[src/rtl/quan_stage.sv]
// quan_stage -- quantization stage of the frame pipeline.
//
// Answers the controller's start/finish handshake. After a start pulse it reads
// one frame of coefficients from coefficient RAM. Each coefficient is rounded,
// right-shifted by a per-frame amount and saturated. The results go to
// quantized-sample RAM. A sticky finish flag tells the controller the frame is
// complete.
//
// Ports:
//   clk_in        system clock, rising edge
//   rst_n         asynchronous active-low reset
//   rstn_quan     controller soft reset, active-low, sampled on clk_in
//   start_quan    one-cycle frame start pulse
//   qshift        quantization shift, latched when a frame starts
//   finish_quan   frame complete (sticky until the next start or reset)
//   busy          frame in progress
//   coef_rd_en    coefficient RAM read enable
//   coef_rd_addr  coefficient RAM read address (0 while not reading)
//   coef_rd_data  coefficient RAM data, valid one cycle after the read
//   q_wr_en       quantized RAM write enable
//   q_wr_addr     quantized RAM write address (0 while not writing)
//   q_wr_data     quantized sample (holds its value between writes)
//   sat_cnt       saturated samples in the last or current frame
module quan_stage #(
  parameter int N_COEF  = 256,
  parameter int ADDR_W  = 8,
  parameter int IN_W    = 24,
  parameter int OUT_W   = 16,
  parameter int SHIFT_W = 5
) (
  input  logic               clk_in,
  input  logic               rst_n,
  input  logic               rstn_quan,
  input  logic               start_quan,
  input  logic [SHIFT_W-1:0] qshift,
  output logic               finish_quan,
  output logic               busy,
  output logic               coef_rd_en,
  output logic [ADDR_W-1:0]  coef_rd_addr,
  input  logic [IN_W-1:0]    coef_rd_data,
  output logic               q_wr_en,
  output logic [ADDR_W-1:0]  q_wr_addr,
  output logic [OUT_W-1:0]   q_wr_data,
  output logic [ADDR_W:0]    sat_cnt
);

  typedef enum logic [1:0] {IDLE, READ, DRAIN, DONE} state_t;

  localparam logic [SHIFT_W-1:0] MAX_SHIFT = SHIFT_W'(IN_W - 1);
  localparam logic [ADDR_W-1:0]  LAST_ADDR = ADDR_W'(N_COEF - 1);

  state_t              state, state_next;
  logic [ADDR_W-1:0]   rd_addr;
  logic                drain_cnt;
  logic [SHIFT_W-1:0]  shift_reg;
  logic                start_ok;
  logic                last_rd;

  // Data-return stage: valid flag and address of the sample on coef_rd_data.
  logic                v1;
  logic [ADDR_W-1:0]   a1;

  logic signed [IN_W:0] x_ext, rnd, sum, r;
  logic                 sat_hi, sat_lo;
  logic [OUT_W-1:0]     q;

  // A start is accepted only in IDLE or DONE. A start pulse while busy is ignored.
  assign start_ok = start_quan && (state == IDLE || state == DONE);
  assign last_rd  = (rd_addr == LAST_ADDR);

  // ---------------- FSM: state register ----------------
  always_ff @(posedge clk_in or negedge rst_n) begin
    if (!rst_n)
      state <= IDLE;
    else if (!rstn_quan)
      state <= IDLE;
    else
      state <= state_next;
  end

  // ---------------- FSM: next state ----------------
  always_comb begin
    state_next = state;
    case (state)
      IDLE:    if (start_quan) state_next = READ;
      READ:    if (last_rd) state_next = DRAIN;
      // The last sample needs two cycles to leave the pipeline.
      DRAIN:   if (drain_cnt) state_next = DONE;
      DONE:    if (start_quan) state_next = READ;
      default: state_next = IDLE;
    endcase
  end

  // ---------------- FSM: outputs ----------------
  always_comb begin
    coef_rd_en  = 1'b0;
    busy        = 1'b0;
    finish_quan = 1'b0;
    case (state)
      READ:    begin coef_rd_en = 1'b1; busy = 1'b1; end
      DRAIN:   busy = 1'b1;
      DONE:    finish_quan = 1'b1;
      default: ;
    endcase
  end

  assign coef_rd_addr = rd_addr;

  // ---------------- control counters and shift latch ----------------
  always_ff @(posedge clk_in or negedge rst_n) begin
    if (!rst_n) begin
      rd_addr   <= '0;
      drain_cnt <= 1'b0;
      shift_reg <= '0;
    end else if (!rstn_quan) begin
      rd_addr   <= '0;
      drain_cnt <= 1'b0;
      shift_reg <= '0;
    end else begin
      // The read address is zero outside READ, so it can drive the port directly.
      if (state == READ && !last_rd)
        rd_addr <= rd_addr + ADDR_W'(1);
      else
        rd_addr <= '0;

      if (state == DRAIN)
        drain_cnt <= ~drain_cnt;
      else
        drain_cnt <= 1'b0;

      // Shifts beyond IN_W-1 add nothing, so clamp once at latch time.
      if (start_ok)
        shift_reg <= (qshift > MAX_SHIFT) ? MAX_SHIFT : qshift;
    end
  end

  // ---------------- quantizer arithmetic ----------------
  // The extra bit keeps x + 2^(s-1) from overflowing at the positive limit.
  always_comb begin
    x_ext = $signed({coef_rd_data[IN_W-1], coef_rd_data});
    if (shift_reg == '0)
      rnd = '0;
    else
      rnd = (IN_W+1)'(1) << (shift_reg - SHIFT_W'(1));
    sum = x_ext + rnd;
    r   = sum >>> shift_reg;
    // r fits in OUT_W bits exactly when all bits above the output sign bit
    // copy the sign.
    sat_hi = ~r[IN_W] & (|r[IN_W-1:OUT_W-1]);
    sat_lo = r[IN_W] & ~(&r[IN_W-1:OUT_W-1]);
    if (sat_hi)
      q = {1'b0, {(OUT_W-1){1'b1}}};
    else if (sat_lo)
      q = {1'b1, {(OUT_W-1){1'b0}}};
    else
      q = r[OUT_W-1:0];
  end

  // ---------------- datapath pipeline ----------------
  always_ff @(posedge clk_in or negedge rst_n) begin
    if (!rst_n) begin
      v1        <= 1'b0;
      a1        <= '0;
      q_wr_en   <= 1'b0;
      q_wr_addr <= '0;
      q_wr_data <= '0;
      sat_cnt   <= '0;
    end else if (!rstn_quan) begin
      v1        <= 1'b0;
      a1        <= '0;
      q_wr_en   <= 1'b0;
      q_wr_addr <= '0;
      q_wr_data <= '0;
      sat_cnt   <= '0;
    end else begin
      v1        <= coef_rd_en;
      a1        <= coef_rd_addr;
      q_wr_en   <= v1;
      q_wr_addr <= v1 ? a1 : '0;
      if (v1)
        q_wr_data <= q;
      // A start is only accepted after the pipeline has drained, so a clear
      // and a count never fall in the same cycle.
      if (start_ok)
        sat_cnt <= '0;
      else if (v1 && (sat_hi || sat_lo))
        sat_cnt <= sat_cnt + (ADDR_W+1)'(1);
    end
  end

endmodule

[config.mk]
export PLATFORM = sky130hd
export DESIGN_NAME = quan_stage
export DESIGN_NICKNAME = d
export VERILOG_FILES = /design/src/rtl/quan_stage.sv
export SDC_FILE = /design/constraint.sdc
export NUM_CORES = 1
export LEC_CHECK = 0
export CAP_MARGIN = 30
export CORE_MARGIN = 1
export CORE_UTILIZATION = 52
export DETAILED_ROUTE_END_ITERATION = 12
export PLACE_DENSITY = 0.79
export SYNTH_ARGS = -nofsm -noshare
export SYNTH_HDL_FRONTEND = slang
export SYNTH_SLANG_ARGS = --single-unit
[constraint.sdc]
create_clock -name clk_in -period 4.5 [get_ports clk_in]
set_input_delay 0.9 -clock clk_in [delete_from_list [all_inputs] [get_ports clk_in]]
set_output_delay 0.9 -clock clk_in [all_outputs]
set_load 0.005 [all_outputs]
### Yosys cells after proc, flatten, opt, wreduce, memory -nomap -nowiden

Cells that the tools add are included.

* $add $sub $neg: 4
* magnitude comparators: 1
* equality and inequality tests: 10
* shifts and indexed selects: 2
* multiplexer cells: 28
* bitwise gates (word level): 5
* reductions and logical operators: 13

Operators with widths (count)
* $mux W16: 4
* $mux W8: 5
* $mux W9: 3
* $add A24 B25 Y25: 1
* $mux W25: 1
* $shl A1 B5 Y25 const A: 1
* $sshr A25 B5 Y25: 1
* $mux W5: 3
* $add A9 B1 Y9 const B: 1
* $reduce_and A9 Y1: 1
* $reduce_or A9 Y1: 1
* $add A8 B1 Y8 const B: 1
* $eq A8 B8 Y1 const B: 1
* $mux W2: 4
* $mux W1: 7
* $ne A3 B3 Y1 const B: 2
* $pmux W2 S3: 1
* $gt A5 B5 Y1 const B: 1
* $logic_not A5 Y1: 1
* $sub A5 B1 Y5 const B: 1
* $eq A2 B2 Y1 const B: 2
* $ne A2 B1 Y1 const B: 2
* $reduce_or A2 Y1: 2
* $logic_and A1 B1 Y1: 3
* other kinds (9): 13

* register bits: 59
* input port bits: 33
* output and inout port bits: 45

### Logic depth before layout (Yosys ltp)

* depth in word-level cells: 13
* mapped depth: 21
* mapped depth without buffers: 18

### Worst setup path before layout

No wires, ideal clock.

* kind: register to register
* start: register shift_reg[3]
* end: register q_wr_data[11]
* arrival: 4.595 ns
* slack: -0.216 ns
* stages on the path, launching flop included: 21
* clock period less this slack: 4.716 ns
* path through: dfrtp_1 -> clkbuf_1 -> nor2_1 -> nand2_1 -> nor2_1 -> ha_1 -> inv_1 -> fa_1 -> nand2b_1 -> a21oi_2 -> o31ai_2 -> a21o_1 -> a21oi_4 -> xor2_1 -> buf_2 -> a22oi_1 -> a2111oi_1 -> a31oi_1 -> o21ai_2 -> o211ai_1 -> a22o_1

* cells in the longest elaborated chain, start to end: 12
* elaborated cells between the ends (all ways): 16
* those cells by class: 2 x add/sub; 2 x shift; 5 x mux; 4 x bitwise; 3 x reduce/logical

RTL lines
* start, declared: RTL line 55 `logic [SHIFT_W-1:0] shift_reg;`
* start signal, assigned: RTL line 133 `shift_reg <= (qshift > MAX_SHIFT) ? MAX_SHIFT : qshift;`
* $sub A5 B1 Y5: RTL line 144 `rnd = (IN_W+1)'(1) << (shift_reg - SHIFT_W'(1));`
* $shl A1 B5 Y25: RTL line 144
* $mux W25: RTL line 141 `if (shift_reg == '0)`
* $add A24 B25 Y25: RTL line 145 `sum = x_ext + rnd;`
* $sshr A25 B5 Y25 (*): RTL line 146 `r = sum >>> shift_reg;`
* $reduce_and A9 Y1: RTL line 150 `sat_lo = r[IN_W] & ~(&r[IN_W-1:OUT_W-1]);`
* $not A1 Y1: RTL line 150
* $and A1 B1 Y1: RTL line 150
* $mux W16: RTL line 153 `else if (sat_lo)`
* $mux W16 (*): RTL line 151 `if (sat_hi)`
* $mux W16 (*): RTL line 180 `if (v1)`
* $mux W16 (*): RTL line 168 `end else if (!rstn_quan) begin`
* end signal, assigned: RTL line 181 `q_wr_data <= q;`
* end, declared: RTL line 43 `output logic [OUT_W-1:0] q_wr_data,`

Every way passes the cells marked *; elsewhere a longest branch is shown, timed or not. The select of a mux whose other input is x is not followed.
A chain may end at the register's enable or synchronous reset.

### Worst setup path after layout

* start: register shift_reg[2]
* end: register sat_cnt[0]

* cells in the longest elaborated chain, start to end: 11
* elaborated cells between the ends (all ways): 15
* those cells by class: 2 x add/sub; 1 x eq/ne; 2 x shift; 1 x mux; 4 x bitwise; 5 x reduce/logical

RTL lines
* $sub A5 B1 Y5: RTL line 144
* $shl A1 B5 Y25: RTL line 144
* $mux W25: RTL line 141
* $add A24 B25 Y25: RTL line 145
* $sshr A25 B5 Y25 (*): RTL line 146
* $reduce_and A9 Y1: RTL line 150
* $not A1 Y1: RTL line 150
* $and A1 B1 Y1: RTL line 150
* $logic_or A1 B1 Y1 (*): RTL line 186 `else if (v1 && (sat_hi || sat_lo))`
* $logic_and A1 B1 Y1 (*): RTL line 186
* $ne A3 B1 Y1 (no source line) (*)
* end signal, assigned: RTL line 187 `sat_cnt <= sat_cnt + (ADDR_W+1)'(1);`
* end, declared: RTL line 44 `output logic [ADDR_W:0] sat_cnt`

Every way passes the cells marked *; elsewhere a longest branch is shown, timed or not.

==> reports/metrics.csv <==
metric;value;unit
yosysMostFrequentCell;nand2_1;
cts_tree;yes;
synthesis.instances;745;
yosysWarnings;0;
grt_usage;37.4;%
wl_per_cell;20.8;um
hold_depth;1;
syn_nets;808;
dp_hpwl;15700;um
start_util;54.2;%
cap_violations;0;
cp.arrival;4.82;ns
rsz0062_at_grt;true;
synth_cell_types;84;
reg2regPathDepth;18;
max_freq;218;MHz
status;complete, but fails checks;
reg2reg_from;shift_reg[2];
detail-route-antenna-nets;0;
async_flop_share;100;%
n_antenna_cell;0;
die_h;109;um
cp_max_fo;7;
setup_viol;4;
finalCriticalPeriod;4.59;ns
worst_path_dominant_cell_family;simple AND/OR/NAND/NOR gates;
route.met2.wl;10800;um
cellPowerDensity;387;nW/um2
path_buf_inv;2;
synthToLayoutAreaGrowth;55.4;%
syn_area_per_cell;8.03;um2
top_layer;met4;
top_register;q_wr_data;
r2r_end;sat_cnt[0];
drtPass1Iterations;5;
layout_setup_ws;-0.0871;ns
grt.overflow.total;0;
hold_path.class;register to register;
postCtsHoldBufs;0;
synth_edf_count;0;
cp-start-kind;register;
path_cells;inv_2 -> nor2_4 -> nand2_4 -> nor2_4 -> ha_4 -> nand4_1 -> or4_4 -> a211o_4 -> and4_4 -> nor2_4 -> o221a_1 -> nor3b_4 -> a221oi_4 -> or4_4 -> o211ai_4 -> buf_12 -> a21boi_1 -> nor3_1;
synthTopCellsByArea;dfrtp_1 25%, ha_1 6.1%, nand2_1 5.5%;
io_pins;78;
drt_iter0_markers;752;
core;11000;um2
final_max_slew_viol_count;0;
die-area;11900;um2
yosysTopAreaCell;dfrtp_1;
syn_area;5980;um2
reg.largest.list;q_wr_data (16), sat_cnt (9);
grt_start_max_net_pins;35;
cts_buffers;9;
cpMostUsedCell;nor2_4;
rows;38;
utilization;84.3;%
ir_drop;0.000415;V
required;4.73;ns
viasPerCell;6.40;
synth-seq-cells;59;
route.met3.wl;2150;um
drive_above_1_share;36.5;%
worstSetupEndpointType;register;
reg2reg_setup_slack;-0.09;ns
min_to;q_wr_addr[0];
cpPeakStageDelay;0.59;ns
fin_skew;0.00917;ns
cts.sinks;59;
worst_pin_slew;0.812;ns
cts_buffer_depth;2;
port_buffers;77;
fp.dieW;109;um
synth_flop_cell;dfrtp_1;
gp_routability_congestion;0.949;
m1WireLength;9590;um
final-hold-violation-count;0;
finalCritPeriodShare;102;%
cts_root_buf;clkbuf_16;
drc;0;
vias;7195;
critPathKind;register to register;
p_total;3600;uW
grt_pass1_vias;6640;
slew_headroom;45.8;%
yosysSeqAreaShare;24.7;%
min-delay-start;a1[0];
failed_checks;setup timing;
clock_latency;0.33;ns
critPathSlowestCell;or4_4;
htree_levels;3;
leakagePower;0.00403;uW
largest_reg_flops;16;
grt_pass1_wl;34400;um
wirelength;23300;um
clkTransAtPathRegs;0.06;ns
netlist_top_cells_count;88 x nand2_1, 71 x nor2_1, 59 x dfrtp_1;
grt_antenna_before_repair;0;
synth_top_area_share;24.7;%
nNetsFinal;1043;
==> layout make-up <==
class,instances,area [um2]
Fill cell,641,1730
Tap cell,140,175
Sequential cell,59,1480
Multi-Input combinational cell,616,4960
Clock buffer,9,225
Clock inverter,7,76.3
Inverter,26,103
Timing Repair Buffer,268,2280
==> routing by layer <==
layer	up-vias	GRT usage, %
li1	3226	-
met1	3452	51.6
met2	433	59.4
met3	84	7.17
met4	0	10.5
met5	-	0
==> metrics by stage <==
stage,std cells,instance area [um2],hold slack (ns),setup TNS (ns),setup WS [ns]
6_report,1125,9300,0.477,-0.217,-0.0871
2_1_floorplan,745,6010,0.466,0,0.0137
5_1_grt,1125,9300,0.499,-2.67,-0.200
3_5_place_dp,1071,7900,0.475,-13.31,-0.630
3_3_place_gp,1071,7900,0.473,-12.03,-0.587
4_1_cts,1106,8780,0.487,-0.0595,-0.0209
==> worst max-delay path by stage <==
stage,cells after the start,to,slack (ns),from
finish,18,sat_cnt[0],-0.09,shift_reg[2]
floorplan,19,q_wr_data[0],0.01,shift_reg[4]
detailed placement,17,q_wr_data[8],-0.63,coef_rd_data[0]
global placement,14,q_wr_data[8],-0.59,coef_rd_data[18]
CTS,20,q_wr_data[14],-0.02,shift_reg[2]
global route,18,sat_cnt[0],-0.20,shift_reg[2]
==> cell usage in the layout, fill, tap and decap left out, types with 11 or more instances in the layout <==
master	count
nor3_1	15
nand4_1	13
o211ai_1	12
mux2i_1	25
ha_1	11
ha_4	17
nand3_1	21
o21a_1	11
and2_1	17
clkdlybuf4s50_1	60
o21ai_0	38
nand2b_1	11
buf_4	180
inv_1	21
nor2_4	11
dfrtp_1	54
xnor2_1	12
nor2_1	54
a21oi_1	38
nand2_1	75
dlygate4sd2_1	11
and3_1	12
==> cell families after synthesis <==
logic type | Yosys count | synth area share (%)
flip-flops | 59 | 24.7
buffers and inverters | 70 | 4.79
adder cells (fa/ha/maj) | 30 | 6.40
AND/OR/NAND/NOR | 285 | 23.0
multiplexers | 41 | 9.08
AO/OA/AOI/OAI | 235 | 28.2
XOR/XNOR | 25 | 3.79
==> worst reg2reg max path, delay by kind of cell (launching register included) <==
family / cells / cell delay, ns
adder cells (fa/ha/maj): 1 / 0.15
buffers and inverters: 2 / 0.26
AO/OA/AOI/OAI: 5 / 0.97
flip-flops: 1 / 0.47
AND/OR/NAND/NOR: 10 / 2.63
==> power breakdown <==
group          switching (uW)  internal [uW]  leakage [uW]
Sequential               80.4            587      0.000804
Clock                     258            430      0.000142
Combinational            1200           1040       0.00309
Total                    1540           2060       0.00403
==> repair_timing <==
action | CTS | global route
endpoints found under the setup margin | 24 | 24
buffers inserted | 18 | 19
pin swaps | 49 | 47
resized for setup | 99 | 72
cloned | 1 | 1
Power figures use the tool's default switching activity.
